[src/rtl/mc_controller.sv]
// Multicycle MIPS-style control FSM (Moore). Outputs are decoded from the state;
// op and funct can also affect them in DECODE and EXECUTE, and zero can affect
// them in BRANCH.
// Optional feature macro: EXT_ALU_OPS_EN enables ROR/ROL/NOR/MUL decode and the
// two-cycle MUL stretch in EXECUTE.
module mc_controller (
    input  logic       clk,
    input  logic       reset,
    input  logic [5:0] op,
    input  logic [5:0] funct,
    input  logic       zero,
    output logic [3:0] alucontrol,
    output logic       iord,
    output logic       memwrite,
    output logic       irwrite,
    output logic       regdst,
    output logic       memtoreg,
    output logic       regwrite,
    output logic       alusrca,
    output logic [1:0] alusrcb,
    output logic [1:0] pcsrc,
    output logic       pcen,
    output logic       illegal
);

    typedef enum logic [3:0] {
        FETCH   = 4'd0,
        DECODE  = 4'd1,
        MEMADR  = 4'd2,
        MEMRD   = 4'd3,
        MEMWB   = 4'd4,
        MEMWR   = 4'd5,
        EXECUTE = 4'd6,
        ALUWB   = 4'd7,
        BRANCH  = 4'd8,
        ADDIEX  = 4'd9,
        ADDIWB  = 4'd10,
        JUMP    = 4'd11
    } state_t;

    localparam logic [5:0] OP_LW   = 6'b100011;
    localparam logic [5:0] OP_SW   = 6'b101011;
    localparam logic [5:0] OP_RTYPE = 6'b000000;
    localparam logic [5:0] OP_BEQ  = 6'b000100;
    localparam logic [5:0] OP_ADDI = 6'b001000;
    localparam logic [5:0] OP_J    = 6'b000010;

    state_t     state;
    // lw/sw choice captured in DECODE so op is not looked at in MEMADR
    logic       is_store;
    logic       f_ok;
    logic [3:0] f_alu;
`ifdef EXT_ALU_OPS_EN
    logic       f_mul;
    logic       stretch;
`endif

    // R-type function field decode
    always_comb begin
        f_ok  = 1'b1;
        f_alu = 4'b0000;
`ifdef EXT_ALU_OPS_EN
        f_mul = 1'b0;
`endif
        case (funct)
            6'b100100: f_alu = 4'b0000;
            6'b100101: f_alu = 4'b0001;
            6'b100000: f_alu = 4'b0010;
            6'b100010: f_alu = 4'b1010;
            6'b101010: f_alu = 4'b1011;
`ifdef EXT_ALU_OPS_EN
            6'b000100: f_alu = 4'b0100;
            6'b000110: f_alu = 4'b0101;
            6'b100111: f_alu = 4'b0110;
            6'b100110: begin
                f_alu = 4'b0111;
                f_mul = 1'b1;
            end
`endif
            default: begin
                f_ok  = 1'b0;
                f_alu = 4'b0000;
            end
        endcase
    end

    // State register with next-state sequencing
    always_ff @(posedge clk or posedge reset) begin
        if (reset) begin
            state    <= FETCH;
            is_store <= 1'b0;
`ifdef EXT_ALU_OPS_EN
            stretch  <= 1'b0;
`endif
        end else begin
`ifdef EXT_ALU_OPS_EN
            stretch <= 1'b0;
`endif
            case (state)
                FETCH:  state <= DECODE;
                DECODE: begin
                    is_store <= (op == OP_SW);
                    case (op)
                        OP_LW, OP_SW: state <= MEMADR;
                        OP_RTYPE:     state <= EXECUTE;
                        OP_BEQ:       state <= BRANCH;
                        OP_ADDI:      state <= ADDIEX;
                        OP_J:         state <= JUMP;
                        default:      state <= FETCH;
                    endcase
                end
                MEMADR: state <= is_store ? MEMWR : MEMRD;
                MEMRD:  state <= MEMWB;
                MEMWB:  state <= FETCH;
                MEMWR:  state <= FETCH;
                EXECUTE: begin
                    if (!f_ok) begin
                        state <= FETCH;
                    end
`ifdef EXT_ALU_OPS_EN
                    else if (f_mul && !stretch) begin
                        stretch <= 1'b1;
                    end
`endif
                    else begin
                        state <= ALUWB;
                    end
                end
                ALUWB:  state <= FETCH;
                BRANCH: state <= FETCH;
                ADDIEX: state <= ADDIWB;
                ADDIWB: state <= FETCH;
                JUMP:   state <= FETCH;
                default: state <= FETCH;
            endcase
        end
    end

    // Output decode from state (Moore), all strobes default low
    always_comb begin
        alucontrol = 4'b0000;
        iord       = 1'b0;
        memwrite   = 1'b0;
        irwrite    = 1'b0;
        regdst     = 1'b0;
        memtoreg   = 1'b0;
        regwrite   = 1'b0;
        alusrca    = 1'b0;
        alusrcb    = 2'b00;
        pcsrc      = 2'b00;
        pcen       = 1'b0;
        illegal    = 1'b0;
        case (state)
            FETCH: begin
                irwrite    = 1'b1;
                pcen       = 1'b1;
                alusrcb    = 2'b01;
                alucontrol = 4'b0010;
            end
            DECODE: begin
                alusrcb    = 2'b11;
                alucontrol = 4'b0010;
                case (op)
                    OP_LW, OP_SW, OP_RTYPE, OP_BEQ, OP_ADDI, OP_J: illegal = 1'b0;
                    default: illegal = 1'b1;
                endcase
            end
            MEMADR: begin
                alusrca    = 1'b1;
                alusrcb    = 2'b10;
                alucontrol = 4'b0010;
            end
            MEMRD: iord = 1'b1;
            MEMWB: begin
                memtoreg = 1'b1;
                regwrite = 1'b1;
            end
            MEMWR: begin
                iord     = 1'b1;
                memwrite = 1'b1;
            end
            EXECUTE: begin
                alusrca    = 1'b1;
                alusrcb    = 2'b00;
                alucontrol = f_alu;
                illegal    = !f_ok;
            end
            ALUWB: begin
                regdst   = 1'b1;
                regwrite = 1'b1;
            end
            BRANCH: begin
                alusrca    = 1'b1;
                alusrcb    = 2'b00;
                alucontrol = 4'b1010;
                pcsrc      = 2'b01;
                pcen       = zero;
            end
            ADDIEX: begin
                alusrca    = 1'b1;
                alusrcb    = 2'b10;
                alucontrol = 4'b0010;
            end
            ADDIWB: regwrite = 1'b1;
            JUMP: begin
                pcsrc = 2'b10;
                pcen  = 1'b1;
            end
            default: ;
        endcase
    end

endmodule

[config.mk]
export PLATFORM = sky130hd
export DESIGN_NAME = mc_controller
export DESIGN_NICKNAME = d
export VERILOG_FILES = /design/src/rtl/mc_controller.sv
export SDC_FILE = /design/constraint.sdc
export NUM_CORES = 1
export LEC_CHECK = 0
export ABC_AREA = 0
export CAP_MARGIN = 10
export CORE_ASPECT_RATIO = 0.9
export CORE_MARGIN = 4
export CORE_UTILIZATION = 30
export DETAILED_ROUTE_END_ITERATION = 8
export GPL_ROUTABILITY_DRIVEN = 0
export PLACE_DENSITY = 0.78
export SLEW_MARGIN = 0
export SYNTH_ARGS = -nofsm -noshare
export SYNTH_HDL_FRONTEND = slang
export SYNTH_SLANG_ARGS = --single-unit
export TNS_END_PERCENT = 20
[constraint.sdc]
create_clock -name clk -period 1.55 [get_ports clk]
set_input_delay 0.465 -clock clk [delete_from_list [all_inputs] [get_ports clk]]
set_output_delay 0.465 -clock clk [all_outputs]
set_load 0.02 [all_outputs]
[Word-level counts from Yosys, hierarchy flattened]
Cells that the tools add are included.
Storage, ports and cells
  register bits: 5
  input bits: 15
  output and inout bits: 17
  logic and storage cells: 54
Cells by class
  equal/unequal tests: 21
  multiplexer cells: 19
  reduce and logical (&&, ||, !) cells: 12
Operators by type and width (count)
  6-bit == test, second input constant: 7
  4-bit one-hot mux with 6 select lines: 1
  4-bit one-hot mux with 5 select lines: 1
  4-bit by 3-bit == test with 1-bit output, second input constant: 4
  4-bit == test, second input constant: 4
  4-bit one-hot mux with 4 select lines: 1
  4-bit one-hot mux with 3 select lines: 1
  1-bit 2-to-1 mux: 9
  4-bit by 2-bit == test with 1-bit output, second input constant: 2
  2-bit OR reduction: 4
  4-bit OR reduction: 2
  6-bit by 2-bit == test with 1-bit output, second input constant: 1
  6-bit by 3-bit == test with 1-bit output, second input constant: 1
  6-bit by 4-bit == test with 1-bit output, second input constant: 1
  6-bit zero test: 1
  3-bit 2-to-1 mux: 2
  2-bit one-hot mux with 3 select lines: 1
  6-bit OR reduction: 1
  5-bit OR reduction: 1
  4-bit by 1-bit == test with 1-bit output, second input constant: 1
  4-bit zero test: 1
  1-bit one-hot mux with 2 select lines: 2
  2-bit one-hot mux with 2 select lines: 1
  3-bit OR reduction: 1
  1-bit zero test: 1

[Longest topological paths before layout]
Gate-level depths: netlist of run 1.
  word-level depth: 5
  mapped depth: 5
  gate-level depth less buffers: 4

[Worst setup path before layout of run 1]
OpenSTA, ideal clock, no wires.
  kind: register to output
  from: reg state[2]
  to: out alucontrol[3]
  data arrival time: 1.458 ns
  required time: 1.085 ns
  path slack: -0.373 ns
  cell stages (with the launch flop): 5
  buffers on the path: 1
  path through: dfrtp_1 clkbuf_2 nand2b_1 nor3_1 a41o_1
On the way
  longest elaborated chain between the ends: 3
  elaborated cells between the ends (all ways): 8
  classes of those cells: 5 x eq/ne; 1 x mux; 2 x reduce/logical
RTL lines
  start, declared: line 48  | state_t state;
  start signal, assigned: line 112  | MEMADR: state <= is_store ? MEMWR : MEMRD;
  4-bit by 1-bit == test with 1-bit output, or another cell as far along: line 153  | case (state)
  4-bit OR reduction (no source line)
  4-bit one-hot mux with 3 select lines (*): line 153
  end, declared: line 12  | output logic [3:0] alucontrol,
Mark *: on every way between the ends. The rest lies on a longest branch, timed or not.

[Worst setup path after layout of run 1]
  from: in funct[3]
  to: out illegal
On the way
  longest elaborated chain between the ends: 5
  elaborated cells between the ends (all ways): 9
  classes of those cells: 5 x eq/ne; 2 x mux; 2 x reduce/logical
RTL lines
  start, declared: line 10  | input logic [5:0] funct,
  6-bit == test: line 65  | case (funct)
  5-bit OR reduction (no source line) (*)
  1-bit 2-to-1 mux (*): line 65
  1-bit zero test (*): line 186  | illegal = !f_ok;
  1-bit one-hot mux with 2 select lines (*): line 153
  end, declared: line 23  | output logic illegal
Marks and branches as above.

==> results by group, run 1 <==
Timing
  • Post-layout minimum cycle time: 1.86 ns
  • Setup ws final: -0.305 ns
  • Fmax: 539 MHz
  • RSZ-0062 raised after global routing: true
  • Fin Hold WS: 0.431 ns
  • Final period utilization: 120%
  • Final setup violation count: 16
  • Post-route clock skew: 0.00370 ns
  • Hold Fails Final Rpt: 0
  • Slew Limit Fails: 0
  • Setup TNS: -3.53 ns

Setup path
  • Ordered cell list for the critical path: clkdlybuf4s15_1 -> nand2b_4 -> and3_4 -> inv_1 -> a32o_1 -> buf_6
  • R2r startpoint: state[1]$_DFF_PP0_
  • Arr. time, crit path: 1.39 ns
  • CP Data Required Time: 1.08 ns
  • CP Launch Point: funct[3]
  • Cell family with most CP delay: buffers and inverters
  • Largest stage delay on the critical path: 0.25 ns
  • Slowest cell on crit path: clkdlybuf4s15_1
  • Crit path kind: in -> out
  • Setup crit end: illegal
  • Reg2reg end: state[2]$_DFF_PP0_
  • Nature of the critical path startpoint: input port
  • Reg2reg path depth: 4
  • Critical path depth: 6
  • R2r setup slk: 0.09 ns
  • Buf/Inv on CP: 3
  • Worst Setup End Kind: output pin
  • Critical path peak fanout: 3

Synthesis
  • Synth area leader: dfrtp_1
  • Distinct cells, synth: 34
  • Sequential share of the synthesized area: 21.1%
  • Synthesized flop and latch total: 5
  • Mapped Area: 592 µm²
  • Post-synth ARST share: 100%
  • Ys Warns: 0
  • Top cells by area, synth: dfrtp_1, nor2_1, nor3_1, nand2b_1, a21oi_1
  • Area share of the largest cell type after synthesis: 21.1%
  • Number of synthesized flops with an enable pin: 0
  • Post-Syn Instances: 85
  • Post-synth net total: 100
  • Most common flop cell mapped by yosys: dfrtp_1
  • Syn Area/Cell: 6.96 µm²

Run status
  • Status: finished, violations left
  • Failing checks: setup timing

Pwr
  • Combinational fraction of design power: 76.7%
  • Tot Pwr: 1.56 mW
  • Cell internal pwr: 0.854 mW
  • Leak pwr: 0.580 nW
  • Max IR drop VDD: 748 µV
  • Seq pwr share: 14.2%
  • PwrDens: 1250 nW/µm²
  • Net Sw Power: 0.711 mW
  • Clock power share: 9.1%
  • Sw Ratio: 45.4%

Detailed routing
  • Wire per inst: 13.4 µm
  • Routed wire length: 2290 µm
  • Drt drc: 0
  • Mean number of vias per cell: 5.16
  • Final ANT Viol Nets: 0
  • Via Count: 882
  • First drt pass iteration count: 4
  • Initial DRC count: 19

Finish
  • Cell Count, Final, Fillers Out: 171
  • Post-route cell area: 1250 µm²
  • Most common cell after layout, fill and taps aside: buf_4
  • Most frequent cells in the layout: buf_4, nor2_1, buf_6
  • Net count, final: 163
  • Share of cells above drive strength 1: 58.5%
  • Area Overhead vs Synth: 111%
  • Antenna Cells: 0

Place
  • Post-Place Cells: 157
  • Port Buffers: 30
  • Post-DP HPWL: 1610 µm
  • Dpl cell area: 1100 µm²

Floorplanning
  • Initial core utilization: 33.5%
  • Die Wd: 54.8 µm
  • Die H: 50.1 µm
  • # rows: 14
  • Top-Level Pins: 32
  • Core area: 1770 µm²
  • Die footprint: 2750 µm²

Min path
  • Hold Crit Class: in -> async

GRT
  • Initial antenna violation count: 0
  • GRT overflow: 0
  • GRT Util Overall: 17.7%
  • Vias in the first global route: 862
  • Largest net degree at the start of global routing: 15
  • First-pass GRT wire length: 3660 µm

CTS
  • Sink Count: 5
  • Clock buffer depth: 2
  • Clock Pin Slew Worst Setup and Hold Paths: 0.04 ns
  • CTS Buf Count: 3
  • CTS root buf: clkbuf_4
  • Clk_lat worst skew: 0.23 ns
  • CTS H-Tree Depth: 1
  • Post-CTS Hold Buffers: 0
  • CTS tree: yes

Flow run
  • Max Cap Violations: 0
[logic make-up (layout without fill, tap and decap cells)]
kind of cell	after synthesis	count (layout)	synth area share, %
compound gates	21	21	23.0
xor+xnor	2	2	2.96
buf+inv	10	72	9.09
flops	5	5	21.1
mux	2	2	3.38
other cells	1	1	0.634
simple gates	44	44	39.7
[power groups by stage]
stage | Sequential (mW) | Combinational (mW) | Clock (mW)
6_report | 0.222 | 1.20 | 0.142
3_3_place_gp | 0.205 | 1.14 | 0
5_1_grt | 0.228 | 1.29 | 0.155
3_5_place_dp | 0.208 | 1.15 | 0
2_1_floorplan | 0.187 | 0.665 | 0
4_1_cts | 0.217 | 1.15 | 0.148
[area by class of cell]
type / count / area (µm²)
fill: 138 / 518
multi-input combinational: 70 / 528
sequential: 5 / 129
clock buffer: 4 / 26.3
tap: 24 / 30.0
timing repair buffer: 65 / 527
inverter: 3 / 11.3
[worst min-delay path by stage]
stage | startpoint | endpoint | slack, ns | cells past startpoint
2_1_floorplan | reset | is_store$_DFFE_PP0P_ | 0.24 | 1
3_3_place_gp | is_store$_DFFE_PP0P_ | is_store$_DFFE_PP0P_ | 0.52 | 2
3_5_place_dp | is_store$_DFFE_PP0P_ | is_store$_DFFE_PP0P_ | 0.52 | 2
4_1_cts | reset | state[1]$_DFF_PP0_ | 0.43 | 2
5_1_grt | reset | state[1]$_DFF_PP0_ | 0.47 | 2
6_report | reset | state[1]$_DFF_PP0_ | 0.43 | 2
[repair_timing]
action | in CTS | in global routing
resized for setup | 132 | 15
buffers inserted | 10 | 0
hold endpoints to repair | 0 | 0
pin swaps | 10 | 3
endpoints found under the setup margin | 18 | 18
[routing by layer]
metal | vias to the layer above | wire, µm | track usage, % | share of wire (%)
li1 | 424 | - | - | -
met1 | 421 | 999 | 23.0 | 44
met2 | 29 | 1110 | 28.9 | 48
met3 | 8 | 125 | 1.78 | 5.5
met4 | 0 | 57 | 7.47 | 2.5
met5 | - | 0 | 0 | 0
[worst register-to-register path: stages (launching register included)]
cell      delay, ns
dfrtp_1        0.41
nand2b_4       0.16
buf_4          0.15
or3_1          0.32
o32ai_1        0.30
[registers in the layout, indices dropped and copies added, names as in the netlist]
| name | flops |
|---|---|
| state | 4 |
| is_store | 1 |
[Yosys cell counts (all sizes together) (2+ instances only)]
| master | instances |
|---|---|
| a21oi | 6 |
| a31oi | 3 |
| buf | 5 |
| clkbuf | 2 |
| dfrtp | 5 |
| inv | 3 |
| mux2i | 2 |
| nand2 | 6 |
| nand2b | 6 |
| nand4 | 3 |
| nor2 | 13 |
| nor2b | 3 |
| nor3 | 8 |
| o21ai | 4 |
| xnor2 | 2 |
[through the flow]
step	setup WS, ns	util [%]
6_report	-0.305	70.7
3_5_place_dp	-1.07	62.4
3_3_place_gp	-1.06	62.4
2_1_floorplan	-0.138	-
4_1_cts	-0.305	68.6
5_1_grt	-0.406	70.7
No activity file was read; power rests on OpenSTA's default activity.
==> inputs of run 2 (changes only) <==
--- a/config.mk
+++ b/config.mk
@@ -6,7 +6,7 @@
 export NUM_CORES = 1
 export LEC_CHECK = 0
 export ABC_AREA = 0
-export CAP_MARGIN = 10
+export CAP_MARGIN = 20
 export CORE_ASPECT_RATIO = 0.9
 export CORE_MARGIN = 4
 export CORE_UTILIZATION = 30
==> results of run 2 <==
The final DEF is identical to that of run 1; final timing and power are the same.
